File: config.mk
export PLATFORM = sky130hd
export DESIGN_NAME = sub12_digit_serial
export DESIGN_NICKNAME = d
export VERILOG_FILES = /design/src/rtl/sub12_digit_serial_pkg.sv /design/src/rtl/cla4_slice.sv /design/src/rtl/sub12_digit_serial.sv
export SDC_FILE = /design/constraint.sdc
export NUM_CORES = 1
export LEC_CHECK = 0
export ABC_AREA = 0
export BUFFER_PORTS_ARGS = -buffer_cell sky130_fd_sc_hd__buf_2
export CAP_MARGIN = 20
export CORE_MARGIN = 4
export CORE_UTILIZATION = 32
export CTS_CLUSTER_SIZE = 20
export DETAILED_ROUTE_END_ITERATION = 8
export SETUP_SLACK_MARGIN = 0.5
export SLEW_MARGIN = 20
export SYNTH_ARGS = -nofsm -noshare
export SYNTH_HDL_FRONTEND = slang
export SYNTH_HIERARCHICAL = 1
export SYNTH_SLANG_ARGS = --single-unit
export TNS_END_PERCENT = 100
File: constraint.sdc
create_clock -name clk -period 2.35 [get_ports clk]
set_input_delay 0.235 -clock clk [delete_from_list [all_inputs] [get_ports clk]]
set_output_delay 0.235 -clock clk [all_outputs]
set_load 0.02 [all_outputs]
File: src/rtl/sub12_digit_serial_pkg.sv
// Shared widths and state encoding for the digit-serial 12-bit subtractor.
package sub12_digit_serial_pkg;

    localparam int unsigned SUB_WIDTH = 12;
    localparam int unsigned SUB_DIGIT = 4;
    localparam int unsigned SUB_NDIG  = SUB_WIDTH / SUB_DIGIT;
    localparam int unsigned SUB_IDX_W = (SUB_NDIG > 1) ? $clog2(SUB_NDIG) : 1;

    localparam logic [1:0] ST_IDLE = 2'd0;
    localparam logic [1:0] ST_CALC = 2'd1;
    localparam logic [1:0] ST_DONE = 2'd2;

endpackage

File: src/rtl/cla4_slice.sv
// Combinational DIGIT-bit carry-look-ahead adder slice (generate/propagate form).
module cla4_slice
    import sub12_digit_serial_pkg::*;
#(
    parameter int unsigned DIGIT = SUB_DIGIT
) (
    input  logic [DIGIT-1:0] a,
    input  logic [DIGIT-1:0] b,
    input  logic             cin,
    output logic [DIGIT-1:0] s,
    output logic             cout
);

    logic [DIGIT-1:0] w_g;
    logic [DIGIT-1:0] w_p;
    logic [DIGIT:0]   w_c;

    assign w_g = a & b;
    assign w_p = a ^ b;

    // Each carry is a flat sum of products over g/p and cin, no ripple chain.
    always_comb begin
        logic t_acc;
        logic t_term;
        t_acc  = 1'b0;
        t_term = 1'b0;
        w_c    = '0;
        w_c[0] = cin;
        for (int i = 0; i < int'(DIGIT); i++) begin
            t_term = cin;
            for (int j = 0; j <= i; j++) begin
                t_term = t_term & w_p[j];
            end
            t_acc = t_term;
            for (int k = 0; k <= i; k++) begin
                t_term = w_g[k];
                for (int j = k + 1; j <= i; j++) begin
                    t_term = t_term & w_p[j];
                end
                t_acc = t_acc | t_term;
            end
            w_c[i+1] = t_acc;
        end
    end

    assign s    = w_p ^ w_c[DIGIT-1:0];
    assign cout = w_c[DIGIT];

endmodule

File: src/rtl/sub12_digit_serial.sv
// Sequential unsigned subtractor a - b - bin, one DIGIT-bit slice per cycle, LSB first,
// with valid/ready handshakes on operand and result sides.
module sub12_digit_serial
    import sub12_digit_serial_pkg::*;
#(
    parameter int unsigned WIDTH = SUB_WIDTH,
    parameter int unsigned DIGIT = SUB_DIGIT
) (
    input  logic             clk,
    input  logic             rst,
    input  logic             in_valid,
    output logic             in_ready,
    input  logic [WIDTH-1:0] a,
    input  logic [WIDTH-1:0] b,
    input  logic             bin,
    output logic             out_valid,
    input  logic             out_ready,
    output logic [WIDTH-1:0] diff,
    output logic             bout
);

    localparam int unsigned NDIG  = WIDTH / DIGIT;
    localparam int unsigned IDX_W = (NDIG > 1) ? $clog2(NDIG) : 1;
    localparam logic [IDX_W-1:0] LAST_IDX = IDX_W'(NDIG - 1);

    logic [1:0]       r_state;
    logic [WIDTH-1:0] r_a;
    logic [WIDTH-1:0] r_nb;
    logic [WIDTH-1:0] r_acc;
    logic             r_carry;
    logic [IDX_W-1:0] r_idx;
    logic [WIDTH-1:0] r_diff;
    logic             r_bout;
    logic             r_out_valid;
    logic             r_in_ready;

    logic [1:0]       w_state_nxt;
    logic [WIDTH-1:0] w_a_nxt;
    logic [WIDTH-1:0] w_nb_nxt;
    logic [WIDTH-1:0] w_acc_nxt;
    logic             w_carry_nxt;
    logic [IDX_W-1:0] w_idx_nxt;
    logic [WIDTH-1:0] w_diff_nxt;
    logic             w_bout_nxt;
    logic             w_out_valid_nxt;
    logic             w_in_ready_nxt;

    logic [DIGIT-1:0] w_s;
    logic             w_cout;
    logic [WIDTH-1:0] w_acc_shift;

    // Subtraction as a + ~b + ~bin; the low digit of the shifted operands feeds the slice.
    cla4_slice #(
        .DIGIT (DIGIT)
    ) u_slice (
        .a    (r_a[DIGIT-1:0]),
        .b    (r_nb[DIGIT-1:0]),
        .cin  (r_carry),
        .s    (w_s),
        .cout (w_cout)
    );

    assign w_acc_shift = (r_acc >> DIGIT) | (WIDTH'(w_s) << (WIDTH - DIGIT));

    always_comb begin
        w_state_nxt     = r_state;
        w_a_nxt         = r_a;
        w_nb_nxt        = r_nb;
        w_acc_nxt       = r_acc;
        w_carry_nxt     = r_carry;
        w_idx_nxt       = r_idx;
        w_diff_nxt      = r_diff;
        w_bout_nxt      = r_bout;
        w_out_valid_nxt = r_out_valid;
        w_in_ready_nxt  = r_in_ready;

        case (r_state)
            ST_IDLE: begin
                if (in_valid && r_in_ready) begin
                    w_a_nxt        = a;
                    w_nb_nxt       = ~b;
                    w_carry_nxt    = ~bin;
                    w_acc_nxt      = '0;
                    w_idx_nxt      = '0;
                    w_in_ready_nxt = 1'b0;
                    w_state_nxt    = ST_CALC;
                end
            end
            ST_CALC: begin
                w_a_nxt     = r_a >> DIGIT;
                w_nb_nxt    = r_nb >> DIGIT;
                w_acc_nxt   = w_acc_shift;
                w_carry_nxt = w_cout;
                w_idx_nxt   = r_idx + IDX_W'(1);
                if (r_idx == LAST_IDX) begin
                    w_diff_nxt      = w_acc_shift;
                    w_bout_nxt      = ~w_cout;
                    w_out_valid_nxt = 1'b1;
                    w_state_nxt     = ST_DONE;
                end
            end
            ST_DONE: begin
                if (out_ready) begin
                    w_out_valid_nxt = 1'b0;
                    w_in_ready_nxt  = 1'b1;
                    w_state_nxt     = ST_IDLE;
                end
            end
            default: begin
                w_out_valid_nxt = 1'b0;
                w_in_ready_nxt  = 1'b1;
                w_state_nxt     = ST_IDLE;
            end
        endcase
    end

    always_ff @(posedge clk) begin
        if (rst) begin
            r_state     <= ST_IDLE;
            r_a         <= '0;
            r_nb        <= '0;
            r_acc       <= '0;
            r_carry     <= 1'b0;
            r_idx       <= '0;
            r_diff      <= '0;
            r_bout      <= 1'b0;
            r_out_valid <= 1'b0;
            r_in_ready  <= 1'b1;
        end else begin
            r_state     <= w_state_nxt;
            r_a         <= w_a_nxt;
            r_nb        <= w_nb_nxt;
            r_acc       <= w_acc_nxt;
            r_carry     <= w_carry_nxt;
            r_idx       <= w_idx_nxt;
            r_diff      <= w_diff_nxt;
            r_bout      <= w_bout_nxt;
            r_out_valid <= w_out_valid_nxt;
            r_in_ready  <= w_in_ready_nxt;
        end
    end

    assign in_ready  = r_in_ready;
    assign out_valid = r_out_valid;
    assign diff      = r_diff;
    assign bout      = r_bout;

endmodule

==> results of run 1 <==
## timing repair
action                                  in CTS  in global routing
gates resized for setup                      0                  5
endpoints found under the setup margin       0                  9
buffers inserted                             0                  2
## flip-flops by register name, summed over array words and instances, names as in the netlist, 2 cells and up
name	cells
diff	12
r_a	12
r_acc	8
r_idx	2
r_nb	12
r_state	2
## cells in the mapped netlist, drive strengths merged
library cell	number
inv	1
or3	1
a22o	11
and3b	1
o211ai	1
or2	1
o21a	1
nand2	43
nor3	4
nand3b	2
o22a	1
dfxtp	52
a21oi	36
nor2	8
clkbuf	5
ha	6
and2b	1
a311oi	8
a211oi	2
fa	1
nand2b	2
buf	15
clkinv	1
o21bai	1
o21ai	10
xnor2	1
a21o	3
a2bb2oi	1
a2111o	9
mux2i	1
nor3b	9
o2bb2ai	3
xor2	2
## path summary, 6_finish.rpt
kind	from	to	slack, ns	cells after the start
worst min register to register	diff[2]$_SDFFE_PP0P_	diff[2]$_SDFFE_PP0P_	0.46	2
worst max-delay path	r_a[0]$_SDFFE_PP0P_	r_carry$_SDFFE_PP0P_	0.62	8
worst min-delay path	b[8]	r_nb[8]$_SDFFE_PP0P_	0.09	2
worst max register to register	r_a[0]$_SDFFE_PP0P_	r_carry$_SDFFE_PP0P_	0.62	8
## stage by stage
step | std cells | hold WS [ns] | cell area, µm² | util
6_report | 378 | 0.0892 | 2660 | 0.389
4_1_cts | 376 | 0.0792 | 2630 | 0.385
3_3_place_gp | 368 | 0.411 | 2510 | 0.368
2_1_floorplan | 244 | 0.323 | 2260 | -
5_1_grt | 378 | 0.0878 | 2660 | 0.389
3_5_place_dp | 368 | 0.416 | 2510 | 0.368
## final cells by class
type                            count  area, µm²  share of cell area
Timing Repair Buffer               50        268               0.101
Tap cell                           96        120              0.0452
Clock buffer                        5       68.8              0.0259
Sequential cell                    52       1040               0.392
Inverter                            2       7.51             0.00282
Multi-Input combinational cell    170       1110               0.416
Clock inverter                      3       46.3              0.0174
## cell families (layout without fill, tap and decap cells)
kind of cell,Yosys count,in the layout,share of synthesized area
compound gates,87,87,0.275
simple gates,72,72,0.149
flops,52,52,0.460
mux,1,1,0.00442
fa+ha+maj,7,7,0.0420
xor+xnor,3,3,0.0116
buf+inv,22,60,0.0580
## layer usage
layer	up-vias	routed length (µm)	share of wire
met5	-	0	0
met4	0	141	0.027
met3	11	236	0.045
met2	39	2320	0.44
met1	853	2570	0.49
li1	958	-	-
## report_power, final
group | switching, W | internal, W
Sequential | 0.0000420 | 0.000938
Combinational | 0.000168 | 0.000136
Clock | 0.000314 | 0.000323
Total | 0.000524 | 0.00140
==> impl_metrics.yaml, run 1 <==
pwr:
  power_leakage_nw: 1.10
  peakVddDrop_v: 0.000368
  power_w: 0.00192
  powerDensity_mw_per_mm2: 722
run:
  maxCapViolations: 0
placement:
  pre_cts_slack_ns: 0.532
  portBuffers: 43
  dpl.hpwl_um: 3570
  gp_congestion: 0.770
clock_tree:
  cts_tree: "built"
  clockBufferDepth: 2
  cts.htree.levels: 2
  cts-root-buf: "clkbuf_8"
  numCtsBuffers: 5
  clk_pin_slew_ns: 0.10
  clkLatencyLatePin_ns: 0.31
  cts_sinks: 52
  cts_hold_repair.buffers: 0
final_layout:
  drive_gt1_frac: 0.238
  nNetsFinal: 317
  layout.cells.most_common: "dfxtp_1"
  area_growth_pct: 17.5
  final_cell_mix: "dfxtp_1, nand2_1, buf_2"
  diodes: 0
  fillers: 737
timing:
  skew_ns: 0.00776
  worst_pin_slew_ns: 0.806
  setup-violations-final: 0
  tns_ns: 0
  finalCritPeriodShare: 0.736
  relSlewSlack: 0.463
  max_freq_ghz: 0.578
  fin_ws_ns: 0.619
  hold_violations: 0
  grt_setup_unrepaired: "false"
  period_needed_ns: 1.73
  drv_slew: 0
route:
  via_count: 1861
  postRouteAntennaNets: 0
  drc: 0
  drtIter0Drc: 83
  wl_per_cell_um: 13.9
  drt-total-wl_um: 5270
  avgViaCountPerCell: 4.92
  first_pass_iters: 4
grt:
  antenna_found_initial: 0
  top_usage_layer: "met2"
  first_global_vias: 1754
  met3_usage: 0.0328
  grt_max_degree: 43
  grt_overflow: 0
  grt_pass1_wl_um: 8540
  use_met2: 0.190
  met1_usage: 0.166
  grt_use_total: 0.125
worst_setup_path:
  cpPeakStageDelay_ns: 0.34
  cp_data_required_time_ns: 2.52
  slowest_stage: "dfxtp_2"
  worstPathMaxFanout: 2
  arrival_ns: 1.90
  cp_top_family: "compound AO/OA/AOI/OAI gates"
  worstPathCellList: "ha_1 > ha_2 > o211ai_2 > nand2_1 > a21o_1 > nor3b_2 > a2111o_1 > a21oi_1"
  crit_path_end_kind: "flop"
  path_buf_inv: 0
  worstSetupStartpointType: "flop"
  critPathKind: "flop to flop"
floorplan:
  fp-row-count: 30
  die_w_um: 92.1
  die_h_um: 92.1
  fp.coreArea_mm2: 0.00683
  floorplan.initialDensity: 0.331
  pin_count: 44
  dieArea_mm2: 0.00848
synth:
  synth_area_leaders: "dfxtp_1, a21oi_1, nand2_1, a2111o_1, a22o_1"
  netlist_instances: 244
  ys_seq_elements: 52
  yosysSeqAreaShare: 0.460
  ys_types: 38
  synth_nets: 280
  yosysTopAreaCell: "dfxtp_1"
  syn_area_mm2: 0.00226
  netlist.area_leader.share: 0.460
  avgSynthCellArea_um2: 9.28
  synth_warnings: 6
outcome:
  status: "finished clean"
min_path:
  hp-class: "input pin to flop"
No activity file was read; power rests on OpenSTA's default activity.
==> run 2, diff against run 1 <==
- clock period: 2.35 -> 1.6 ns (I/O delays scaled with it)
==> run 2 against run 1 <==
Compared with the run above:
- the run now ends with setup timing left
- maximum frequency rose by 4.4%
- non-clock buffer count rose by 47
- critical endpoint unchanged
- via count rose by 17%
- largest power group unchanged
- final cell count rose by 13%
- wire length rose by 29%
- count of clock-buffer cells in the layout did not move
- hold slack got worse by 0.060 ns
- total power rose by 60%
- global-route usage rose by 2.7 points
- largest cell class unchanged
- die area did not move
- critical path type unchanged
==> impl_metrics.yaml, run 2 (synthesis gave the netlist of run 1 again) <==
timing:
  relSlewSlack: 0.664
  max_freq_ghz: 0.603
  finalCritPeriodShare: 1.04
  worst_pin_slew_ns: 0.500
  grt_setup_unrepaired: "true"
  setup-violations-final: 2
  drv_slew: 0
  fin_ws_ns: -0.0571
  hold_violations: 0
  period_needed_ns: 1.66
  skew_ns: 0.00533
route:
  via_count: 2173
  wl_per_cell_um: 15.9
  postRouteAntennaNets: 0
  first_pass_iters: 4
  drc: 0
  avgViaCountPerCell: 5.09
  drt-total-wl_um: 6800
  drtIter0Drc: 118
final_layout:
  area_growth_pct: 57.1
  nNetsFinal: 366
  multi_input_area_mm2: 0.00149
  ff_latch_area_mm2: 0.00105
  fillers: 638
  fin_area_mm2: 0.00356
  final_cell_mix: "dfxtp_1, buf_2, buf_6"
  drive_gt1_frac: 0.565
  layout.cells.most_common: "dfxtp_1"
  diodes: 0
floorplan:
  die_w_um: 92.1
  dieArea_mm2: 0.00848
  fp-row-count: 30
  die_h_um: 92.1
  floorplan.initialDensity: 0.331
  pin_count: 44
  fp.coreArea_mm2: 0.00683
worst_setup_path:
  crit_path_end_kind: "flop"
  worstPathMaxFanout: 2
  critPathKind: "flop to flop"
  worstSetupStartpointType: "flop"
  cp_data_required_time_ns: 1.85
  slowest_stage: "a2111o_1"
  reg2reg_from: "r_nb[0]$_SDFFE_PP0P_"
  startpoint: "r_nb[0]$_SDFFE_PP0P_"
  path_buf_inv: 0
  arrival_ns: 1.91
  cp_top_family: "compound AO/OA/AOI/OAI gates"
  cpPeakStageDelay_ns: 0.36
  worstPathCellList: "ha_4 > ha_4 > o211ai_2 > nand2_1 > a21o_1 > nor3b_2 > a2111o_1 > a21oi_2"
  crit_top_cell: "ha_4"
min_path:
  min_from: "b[8]"
  hp-class: "input pin to flop"
grt:
  grt_max_degree: 27
  grt_use_total: 0.152
  grt_overflow: 0
  antenna_found_initial: 0
  first_global_vias: 2099
  grt_pass1_wl_um: 10300
run:
  maxCapViolations: 0
placement:
  gp_congestion: 0.806
  postPlaceCellArea_mm2: 0.00267
  dpl.hpwl_um: 3800
  portBuffers: 43
  pre_cts_slack_ns: 0.0227
clock_tree:
  numCtsBuffers: 5
  clkLatencyLatePin_ns: 0.31
  clockBufferDepth: 2
  cts.htree.levels: 2
  cts_sinks: 52
  cts-root-buf: "clkbuf_8"
  clk_pin_slew_ns: 0.10
  cts_tree: "built"
pwr:
  powerDensity_mw_per_mm2: 863
  peakVddDrop_v: 0.000374
  power_leakage_nw: 1.48
outcome:
  status: "finished, violations left"
  violations: "setup timing"
[run 2: cell types whose count changed in the layout (fill, tap and decap cells not counted), moves of 4 or more]
cell	before	now
ha_4	0	5
buf_4	7	18
buf_6	0	30
nand2_2	0	13
nand2_4	0	11
a311oi_1	8	2
ha_1	5	1
a311oi_2	0	6
a21oi_1	34	15
nand2_1	43	19
a21oi_2	0	19
[run 2: power by group]
group	internal, W	switching, W
sequential	0.00138	0.0000730
combinational	0.000427	0.000389
clock	0.000320	0.000482
[run 2: metrics by stage]
stage	cells	utilization	setup TNS (ns)	power [W]	hold slack, ns
finish	427	0.521	-0.0745	0.00307	0.0292
global route	427	0.521	-0.219	0.00322	0.0220
CTS	422	0.478	0	0.00295	0.000696
detailed placement	379	0.391	0	0.00195	0.343
global placement	379	0.391	0	0.00195	0.333
floorplan	244	-	0	0.00182	0.248
[run 2: worst paths after layout]
kind | end | slack (ns) | depth (start not counted)
worst max-delay path | r_carry$_SDFFE_PP0P_ | -0.06 | 8
worst min-delay path | r_nb[8]$_SDFFE_PP0P_ | 0.03 | 2
worst max register to register | r_carry$_SDFFE_PP0P_ | -0.06 | 8
worst min register to register | diff[10]$_SDFFE_PP0P_ | 0.46 | 2
[run 2: final cells by class]
cell class,instances,area share
sequential,52,0.297
inverter,2,0.00281
timing repair buffer,97,0.222
tap,96,0.0338
clock buffer,5,0.0194
clock inverter,3,0.00704
multi-input combinational,172,0.419
[run 2: what timing repair did]
item	in CTS	in global routing
pin swaps	58	34
gates resized for setup	63	59
buffers inserted	31	4
hold buffers	0	1
gates cloned	4	0
hold endpoints to repair	0	1
endpoints found under the setup margin	50	52
[run 2: worst register-to-register path, stage by stage (launching register included)]
cell and delay (ns):
dfxtp_2 0.35, ha_4 0.27, ha_4 0.13, o211ai_2 0.07
nand2_1 0.09, a21o_1 0.15, nor3b_2 0.06, a2111o_1 0.36
a21oi_2 0.13
[run 2: layer usage]
| layer | wire length (µm) | global-route usage | vias up |
|---|---|---|---|
| met5 | 0 | 0 | - |
| met4 | 174 | 0.0371 | 0 |
| met3 | 314 | 0.0263 | 10 |
| met2 | 3310 | 0.263 | 64 |
| met1 | 3000 | 0.196 | 1037 |
| li1 | - | - | 1062 |
